## config.mk

```make
export PLATFORM = sky130hd
export DESIGN_NAME = mem_dump_reader
export DESIGN_NICKNAME = d
export VERILOG_FILES = /design/src/rtl/mips_mem_pkg.sv /design/src/rtl/mem_dump_reader.sv
export SDC_FILE = /design/constraint.sdc
export NUM_CORES = 1
export LEC_CHECK = 0
export CAP_MARGIN = 15
export CORE_MARGIN = 1
export CORE_UTILIZATION = 35
export DETAILED_ROUTE_END_ITERATION = 8
export GPL_ROUTABILITY_DRIVEN = 1
export PLACE_DENSITY = 0.77
export SYNTH_ARGS = -nofsm -noshare
export SYNTH_HDL_FRONTEND = slang
export SYNTH_SLANG_ARGS = --single-unit
```

## constraint.sdc

```tcl
create_clock -name clk -period 4.4 [get_ports clk]
set_clock_uncertainty 0.15 [all_clocks]
set_input_delay 0.44 -clock clk [delete_from_list [all_inputs] [get_ports clk]]
set_output_delay 0.44 -clock clk [all_outputs]
set_load 0.05 [all_outputs]
```

## src/rtl/mips_mem_pkg.sv

```systemverilog
// Shared memory geometry for main, the loader bench and the dump reader, plus the dump FSM state encoding.
package mips_mem_pkg;

    localparam int ADDR_W = 7;
    localparam int DATA_W = 32;

    typedef enum logic [2:0] {
        IDLE,
        ISSUE,
        WAIT,
        HOLD,
        FINISH
    } state_t;

endpackage

```

## src/rtl/mem_dump_reader.sv

```systemverilog
// Streams a window of words from a base address out of memory, one read in flight at a time.
// Latency: RD_LATENCY+2 cycles per word with out_ready high; done pulses one cycle after the last handshake.
// Backpressure: the word is held stable while out_ready is low; MEM_DUMP_CHECKSUM_EN enables a running output sum.
module mem_dump_reader #(
    parameter int ADDR_W     = mips_mem_pkg::ADDR_W,
    parameter int DATA_W     = mips_mem_pkg::DATA_W,
    parameter int RD_LATENCY = 1
) (
    input  logic              clk,
    input  logic              rst_n,
    input  logic              start,
    input  logic [ADDR_W-1:0] base_addr,
    input  logic [ADDR_W:0]   count,
    output logic              busy,
    output logic              done,
    output logic [ADDR_W-1:0] mem_addr,
    output logic              mem_rd_en,
    input  logic [DATA_W-1:0] mem_rdata,
    output logic              out_valid,
    input  logic              out_ready,
    output logic [DATA_W-1:0] out_data,
    output logic [ADDR_W-1:0] out_addr,
    output logic [DATA_W-1:0] checksum
);
    import mips_mem_pkg::*;

    state_t            state;
    logic [ADDR_W-1:0] addr;
    logic [ADDR_W:0]   remaining;
    logic [2:0]        lat_cnt;

    always_ff @(posedge clk or negedge rst_n) begin
        if (!rst_n) begin
            state     <= IDLE;
            addr      <= '0;
            remaining <= '0;
            lat_cnt   <= '0;
            busy      <= 1'b0;
            done      <= 1'b0;
            mem_addr  <= '0;
            mem_rd_en <= 1'b0;
            out_valid <= 1'b0;
            out_data  <= '0;
            out_addr  <= '0;
        end else begin
            done      <= 1'b0;
            mem_rd_en <= 1'b0;
            case (state)
                IDLE: begin
                    if (start) begin
                        if (count != '0) begin
                            addr      <= base_addr;
                            remaining <= count;
                            mem_addr  <= base_addr;
                            mem_rd_en <= 1'b1;
                            busy      <= 1'b1;
                            state     <= ISSUE;
                        end else begin
                            done <= 1'b1;
                        end
                    end
                end
                ISSUE: begin
                    lat_cnt <= 3'(RD_LATENCY);
                    state   <= WAIT;
                end
                WAIT: begin
                    // lat_cnt==1 marks the cycle the memory presents the word
                    lat_cnt <= lat_cnt - 3'd1;
                    if (lat_cnt == 3'd1) begin
                        out_data  <= mem_rdata;
                        out_addr  <= addr;
                        out_valid <= 1'b1;
                        state     <= HOLD;
                    end
                end
                HOLD: begin
                    if (out_ready) begin
                        out_valid <= 1'b0;
                        addr      <= addr + 1'b1;
                        remaining <= remaining - 1'b1;
                        if (remaining == 1) begin
                            done  <= 1'b1;
                            busy  <= 1'b0;
                            state <= FINISH;
                        end else begin
                            mem_addr  <= addr + 1'b1;
                            mem_rd_en <= 1'b1;
                            state     <= ISSUE;
                        end
                    end
                end
                FINISH: begin
                    state <= IDLE;
                end
                default: begin
                    state <= IDLE;
                end
            endcase
        end
    end

`ifdef MEM_DUMP_CHECKSUM_EN
    logic [DATA_W-1:0] sum_q;

    // Cleared on any start taken in IDLE, including count==0, then frozen after the last word.
    always_ff @(posedge clk or negedge rst_n) begin
        if (!rst_n) begin
            sum_q <= '0;
        end else if (state == IDLE && start) begin
            sum_q <= '0;
        end else if (state == HOLD && out_ready) begin
            sum_q <= sum_q + out_data;
        end
    end

    assign checksum = sum_q;
`else
    assign checksum = '0;
`endif

endmodule

```

**After elaboration in Yosys (flattened, before gate mapping)**

Cells that the tools add are included.

- Multiplexer cells: 36
- Reduce and logical (&&, ||, !) cells: 11
- Eq/ne operators: 11
- Add/subtract/negate cells: 3

Operator list:

| operator | count |
|---|---|
| 2-to-1 mux 7 bit | 5 |
| one-hot mux 7 bit (2 select lines) | 2 |
| 2-to-1 mux 8 bit | 3 |
| one-hot mux 8 bit (2 select lines) | 1 |
| 2-to-1 mux 3 bit | 5 |
| 2-to-1 mux 1 bit | 14 |
| != test 2 bit (second input constant) | 6 |
| one-hot mux 3 bit (4 select lines) | 1 |
| AND reduction 5 bit | 2 |
| == test 8 x 1 -> 1 bit (second input constant) | 1 |
| one-hot mux 1 bit (2 select lines) | 4 |
| AND reduction 4 bit | 2 |
| nonzero test 8 bit | 1 |
| subtractor 8 x 1 -> 8 bit (second input constant) | 1 |
| adder 7 x 1 -> 7 bit (second input constant) | 1 |
| == test 3 x 1 -> 1 bit (second input constant) | 2 |
| == test 3 x 2 -> 1 bit (second input constant) | 2 |
| one-hot mux 3 bit (2 select lines) | 1 |
| nonzero test 2 bit | 3 |
| zero test 3 bit | 1 |
| AND reduction 3 bit | 1 |
| subtractor 3 x 1 -> 3 bit (second input constant) | 1 |
| AND reduction 2 bit | 1 |

- Logic and storage cells: 72
- Flip-flop bits (word level): 71
- Output and inout port bits: 82
- Bits of input ports: 51

**Logic depth before layout (Yosys ltp)**

Gate-level depths: netlist of the first run.

- Depth in word-level cells: 4
- Gate-level depth with buffers: 7
- Gate-level depth less buffers: 6

**Worst setup path after synthesis of the first run**

Ideal clock, no wire load.

- Path type: register -> register
- Start: register state[1]
- End: register addr[5]
- Required time: 4122 ps
- Cell stages (with the launch flop): 7
- Arrival: 1643 ps
- Buffers on the path: 2
- Period minus slack after synthesis: 1920 ps
- Setup slack: 2480 ps
- Library setup time: 128 ps
- Cell sequence: dfrtp_1 > buf_6 > or3b_4 > a21oi_4 > and2_1 > buf_6 > mux2_1

- Cells in the longest elaborated chain, start to end: 3
- Elaborated cells on any way between the ends: 8
- Those cells by class: eq/ne (4); mux (1); reduce/logical (3)

Ends and longest elaborated chain:

| what | RTL line | text |
|---|---|---|
| start: declaration | mem_dump_reader.sv:27 | `state_t state;` |
| start signal: assignment | mem_dump_reader.sv:34 | `state <= IDLE;` |
| start signal: assignment | mem_dump_reader.sv:57 | `state <= ISSUE;` |
| start signal: assignment | mem_dump_reader.sv:65 | `state <= WAIT;` |
| == test 3 x 2 -> 1 bit / zero test 3 bit (equally long branches) | mem_dump_reader.sv:48 | `case (state)` |
| != test 2 bit (no line) / nonzero test 2 bit (equally long branches) | n/a |  |
| AND reduction 4 bit (no line) | n/a |  |
| end signal: assignment | mem_dump_reader.sv:52 | `addr <= base_addr;` |
| end signal: assignment | mem_dump_reader.sv:80 | `addr <= addr + 1'b1;` |
| end: declaration | mem_dump_reader.sv:28 | `logic [ADDR_W-1:0] addr;` |

Parallel ways exist; a longest one is shown, timed or not.
A chain may end at the register's enable or synchronous reset.

**Worst setup path in the final report of the first run**

- Start: input count[4]
- End: register addr[5]

- Cells in the longest elaborated chain, start to end: 3

Ends and longest elaborated chain:

| what | RTL line | text |
|---|---|---|
| start: declaration | mem_dump_reader.sv:13 | `input logic [ADDR_W:0] count,` |
| nonzero test 8 bit | mem_dump_reader.sv:51 | `if (count != '0) begin` |
| != test 2 bit (no line) | n/a |  |
| AND reduction 4 bit (no line) | n/a |  |

Every way passes these cells.

==> out/results.ini, run 1 <==
[cells_and_area]
num-fill-cells = 944
fin_util_pct = 47.1
final_nets = 460
design_area_sq_um = 4880
diodes = 0
area_growth_pct = 30.3
drive_gt1_share_pct = 18.1

[power_and_ir_drop]
power_uw = 4330
sequentialPowerShare_pct = 28.2
peakVddDrop_mv = 0.434
p_clk_share_pct = 12.9
p_sw_uw = 1980
swShare_pct = 45.7
comb_power_share_pct = 58.9
power.density_nw_per_um2 = 887
p_leak_uw = 0.00218
intPower_uw = 2350

[synthesis]
synth_edf_count = 0
ys_seq_elements = 71
ys_top_cells_by_area = dfrtp_1 (47%), mux2_4 (16%), buf_4 (6.4%), a21oi_1 (2.3%), buf_6 (2.1%)
ys_warn_count = 0
yosysMostFrequentCell = dfrtp_1
synth_top_area_share_pct = 47.4
synth.cells.most_frequent = dfrtp_1 (71), mux2_4 (40), buf_4 (32), a21oi_1 (17), nand2_1 (17)
synthDistinctLibCells = 51
ys_seq_area_share_pct = 47.4
syn_avg_cell_area_sq_um = 12.1
ys.flop_type = dfrtp_1
async_flop_share_pct = 100
syn_area_sq_um = 3750
synthCells = 310
yosys.area.top_type = dfrtp_1

[setup_path]
cpMaxStageDelayCell = clkdlybuf4s50_1
critPathMaxFanout = 14
r2r_slack_ps = 1960
path_cells = clkdlybuf4s50_1 > nor4_2 > nand3_1 > and2_1 > mux2_1
startpoint_type = primary input
critical-path-max-stage-delay_ps = 470
end_kind = register
required_ps = 4470
critPathArrivalTime_ps = 2600
path_class = in2reg

[timing]
rsz0062_at_grt = false
report.final.slew_viol_count = 0
hold_viol_final = 0
fin_tns_setup_ps = 0
timing.final.crit_share_pct = 57.4
slew_headroom_pct = 34.7
setup_viol = 0
fmax_mhz = 396
worstMarginPinSlew_ps = 979
finalCriticalPeriod_ps = 2530

[drt]
ant_nets = 0
finalWirelength_mm = 7.88
drtPass1Iterations = 4
wire_per_inst_um = 14.5
first_iter_violations = 99
vias = 2601
drc = 0
drt-vias-per-instance = 4.78

[cts]
cts_buffers = 9
clock_path_buffers = 2
cts.sinks = 71
cts_setup_buffers = 0
clock_latency_ps = 340
htreeDepth = 3
cts_root_buf = clkbuf_8
cts_tree = yes
cts_resized = 0
ctsHoldBuffers = 0
clk_pin_slew_worst_paths_ps = 80

[global_route]
grt_first_pass_wirelength_mm = 12.8
gr-usage-met3_pct = 3.90
grt_pass1_vias = 2500
grtUsageMet2_pct = 23.9
grt.total_usage_pct = 14.8
use_met1_pct = 19.3
antenna_found_initial = 0
busiest_layer = met2
gr-total-overflow = 0
grt_max_degree = 45

[job]
cap_violations = 0

[worst_hold_path]
hold_path_class = in2async

[place]
placed_area_sq_um = 4670
gp_congestion = 0.819
hpwl_mm = 5.64
port-buffer-count = 100

[floorplan]
coreArea_sq_um = 10400
die_x_um = 105
rows = 37
dieArea_sq_um = 11100
start_util_pct = 36.1
ios = 133
fp.dieH_um = 105

[status]
status = completed

-- path summary, 6_finish.rpt --
path	endpoint	start	cells after the start
min in group clk	out_valid	out_valid	2
worst max-delay path	addr[5]	count[4]	5
worst min-delay path	mem_addr[1]	rst_n	1
worst max register to register	addr[5]	state[0]	4
worst min register to register	out_valid	out_valid	2
max in group asynchronous	out_data[19]	rst_n	2
-- power by group through the flow --
stage	registers [uW]	clock network [uW]	logic, uW
3_5_place_dp	1240	0	2550
6_report	1220	558	2550
3_3_place_gp	1220	0	2520
5_1_grt	1270	606	2700
4_1_cts	1220	578	2570
2_1_floorplan	1970	0	1180
-- registers in the layout (all words and copies together) (netlist names) --
name       cells
out_valid      1
lat_cnt        3
out_data      32
addr           7
done           1
mem_addr       7
remaining      8
mem_rd_en      1
state          3
out_addr       7
busy           1
-- through the flow --
| stage | hold WS [ps] | cells | worst slack [ps] |
|---|---|---|---|
| 3_5_place_dp | 337 | 529 | 1540 |
| 4_1_cts | 147 | 544 | 1890 |
| 5_1_grt | 185 | 544 | 1750 |
| 2_1_floorplan | -5.59 | 341 | 2480 |
| 3_3_place_gp | 324 | 529 | 1660 |
| 6_report | 104 | 544 | 1870 |
-- cells by family (layout without fill, tap and decap cells) --
group / after synthesis / in the layout / synth area share (%)
mux: 51 / 51 / 19.3
flops: 71 / 71 / 47.4
other cells: 1 / 32 / 0.100
compound gates: 55 / 55 / 10.2
fa+ha+maj: 5 / 5 / 1.67
simple gates: 69 / 69 / 10.3
buf+inv: 55 / 122 / 10.3
xor+xnor: 3 / 3 / 0.701
-- layout by cell type (no fill, tap or decap), types with 2 or more instances in the layout --
cell             Yosys  layout
o2bb2ai_1            6       6
mux2_1               3       3
nor4_2               2       2
clkdlybuf4s50_1      0      99
bufinv_16            0       2
conb_1               1      32
or3_1                4       4
ha_1                 5       5
a31oi_1              7       7
mux2_4              40      40
a22oi_1              2       2
dfrtp_1             71      71
nand2b_1             3       3
xor2_1               2       2
a21oi_1             17      17
inv_1                5       5
mux2_2               7       7
nand3_1              6       6
nor3b_1              3       3
o21bai_1             2       2
o211ai_1             5       5
and2_1               2       2
nor3_1               6       6
nand2_1             17      17
clkinv_2             0       2
nor2_1              13      13
nand4_1              3       3
o21ai_0              7       7
clkbuf_8             0       9
-- critical path, delay by kind of cell --
family	cells	cell delay [ps]
simple gates	3	1320
buf+inv	1	470
mux	1	370
-- per-layer routing --
layer	up-vias	share of wire, %
met2	106	48
met4	0	0.49
li1	1222	-
met3	4	6.1
met5	-	0
met1	1269	46
-- cell type report --
class	instances	area, sq um	share of cell area, %
Clock inverter	6	86.3	1.77
Timing Repair Buffer	101	1000	20.5
Inverter	6	22.5	0.461
Clock buffer	9	124	2.54
Multi-Input combinational cell	215	1700	34.8
Sequential cell	71	1780	36.4
Tap cell	136	170	3.48
No activity file was read; power rests on OpenSTA's default activity.
==> run 2: changes to the inputs <==
==> constraint.sdc (replaced) <==
create_clock -name clk -period 2.45 [get_ports clk]
set_clock_uncertainty 0.15 [all_clocks]
set_input_delay 0.245 -clock clk [delete_from_list [all_inputs] [get_ports clk]]
set_output_delay 0.245 -clock clk [all_outputs]
set_load 0.05 [all_outputs]
==> run 2 against run 1 <==
Against the previous run: via count grew 1.3%; die area is the same; cell count grew 1.8%; first-iteration DRC count up 21%; clock power up 65%; critical path depth is 1 lower; setup slack worse by 1600 ps; non-clock buffer count increased by 9; final area up 1.4%.
==> out/results.ini, run 2 (synthesis results as in run 1) <==
[status]
status = completed

[cells_and_area]
diodes = 0
final_common_cell = clkdlybuf4s50_1
final_nets = 469
largestRegisters = out_data x32, remaining x8
top_register = out_data
area_growth_pct = 32.2
drive_gt1_share_pct = 19.9
largest_register_ffs = 32
multi_input_area_sq_um = 1700
regArea_sq_um = 1780
final_cell_mix = clkdlybuf4s50_1 (99), dfrtp_1 (71), mux2_4 (40), conb_1 (32)
num-fill-cells = 952
final_cells = 554

[cts]
cts.sinks = 71
clk_pin_slew_worst_paths_ps = 80
cts_tree = yes
clock_path_buffers = 2
cts_root_buf = clkbuf_8
cts_buffers = 9
clock_latency_ps = 330
htreeDepth = 3

[floorplan]
coreArea_sq_um = 10400
start_util_pct = 36.1
ios = 133
die_x_um = 105
rows = 37
fp.dieH_um = 105
dieArea_sq_um = 11100

[timing]
hold_viol_final = 0
timing.final.crit_share_pct = 88.8
hold_ws_ps = 335
report.final.slew_viol_count = 0
fin_tns_setup_ps = 0
fmax_mhz = 460
slew_headroom_pct = 45.2
worstMarginPinSlew_ps = 822
setup_viol = 0
setup_ws_ps = 275
rsz0062_at_grt = false
finalCriticalPeriod_ps = 2170

[power_and_ir_drop]
power.density_nw_per_um2 = 1570
peakVddDrop_mv = 0.734
p_leak_uw = 0.00222

[worst_hold_path]
hold_path_class = reg2reg
hold_depth = 2

[job]
cap_violations = 0

[setup_path]
r2r_start = state[1]
critPathMaxFanout = 11
path_class = reg2reg
r2r_slack_ps = 280
regToRegEndpoint = addr[5]
r2r_cells = 4
required_ps = 2520
startpoint_type = register
critPathCapture = addr[5]
end_kind = register
critPathArrivalTime_ps = 2240
startpoint = state[1]

[drt]
first_iter_violations = 120
wire_per_inst_um = 14.6
drtPass1Iterations = 4
vias = 2635
drc = 0
finalWirelength_mm = 8.10
ant_nets = 0
drt-vias-per-instance = 4.76

[place]
dp.cells = 537
hpwl_mm = 5.87
gp_congestion = 0.792
pre_cts_ws_ps = 55.5
port-buffer-count = 100

[global_route]
antenna_found_initial = 0
grt_max_degree = 39
grt.total_usage_pct = 15.0
gr-total-overflow = 0
busiest_layer = met2
grtUsageMet2_pct = 24.1
grt_first_pass_wirelength_mm = 13.2
gr-usage-met3_pct = 2.78
use_met1_pct = 20.5
grt_pass1_vias = 2614

-- run 2: cell types whose count changed in the layout (fill, tap and decap cells not counted) --
cell,before,now
bufinv_16,2,1
buf_4,1,8
buf_12,0,1
clkinv_4,1,3
dlygate4sd3_1,0,1
-- run 2: per-layer routing --
layer | vias to the layer above | part of all wire [%]
li1 | 1248 | -
met1 | 1271 | 46
met2 | 107 | 48
met3 | 9 | 5.6
met4 | 0 | 0.94
met5 | - | 0
-- run 2: how the worst min path moves through the flow --
stage                   from           end  slack [ps]
2_1_floorplan          rst_n       addr[0]        -200
3_3_place_gp           rst_n   mem_addr[1]         240
3_5_place_dp           rst_n   mem_addr[1]         240
4_1_cts            out_valid     out_valid         340
5_1_grt        mem_rdata[31]  out_data[31]         350
6_report           out_valid     out_valid         330
-- run 2: where the power goes --
| group | switching, uW | internal (uW) |
|---|---|---|
| Clock | 450 | 472 |
| Sequential | 447 | 1750 |
| Combinational | 2720 | 1960 |
| Total | 3610 | 4180 |
-- run 2: what timing repair did --
| action | 4_1_cts | 5_1_grt |
|---|---|---|
| endpoints found under the setup margin | 0 | 0 |
| setup buffers | 0 | 0 |
| gates resized for setup | 0 | 0 |
| hold buffers | 1 | 0 |
| hold endpoints to repair | 33 | 0 |
-- run 2: worst max-delay path: stages (launching register included) --
cell,delay (ps)
dfrtp_1,510
or3b_4,450
a21oi_4,170
and2_1,400
mux2_1,380
-- run 2: layout make-up --
type                       instances  area share (%)
clock buffer                       9            2.50
clock inverter                     7            1.49
inverter                           6           0.455
multi-input combinational        215            34.3
sequential                        71            35.9
tap                              136            3.43
timing repair buffer             110            21.9
-- run 2: stage by stage --
| step | instance area [sq um] | total power, uW | utilization (%) |
|---|---|---|---|
| 2_1_floorplan | 3860 | 5640 | - |
| 3_3_place_gp | 4750 | 6790 | 45.8 |
| 3_5_place_dp | 4750 | 6900 | 45.8 |
| 4_1_cts | 4950 | 7870 | 47.8 |
| 5_1_grt | 4950 | 8230 | 47.8 |
| 6_report | 4950 | 7800 | 47.8 |
==> run 3: changes to the inputs <==
--- a/config.mk
+++ b/config.mk
@@ -5,7 +5,7 @@
 export SDC_FILE = /design/constraint.sdc
 export NUM_CORES = 1
 export LEC_CHECK = 0
-export CAP_MARGIN = 15
+export CAP_MARGIN = 20
 export CORE_MARGIN = 1
 export CORE_UTILIZATION = 35
 export DETAILED_ROUTE_END_ITERATION = 8
==> results of run 3 <==
Same layout as run 2: the final DEF is identical, and so are final timing and power.
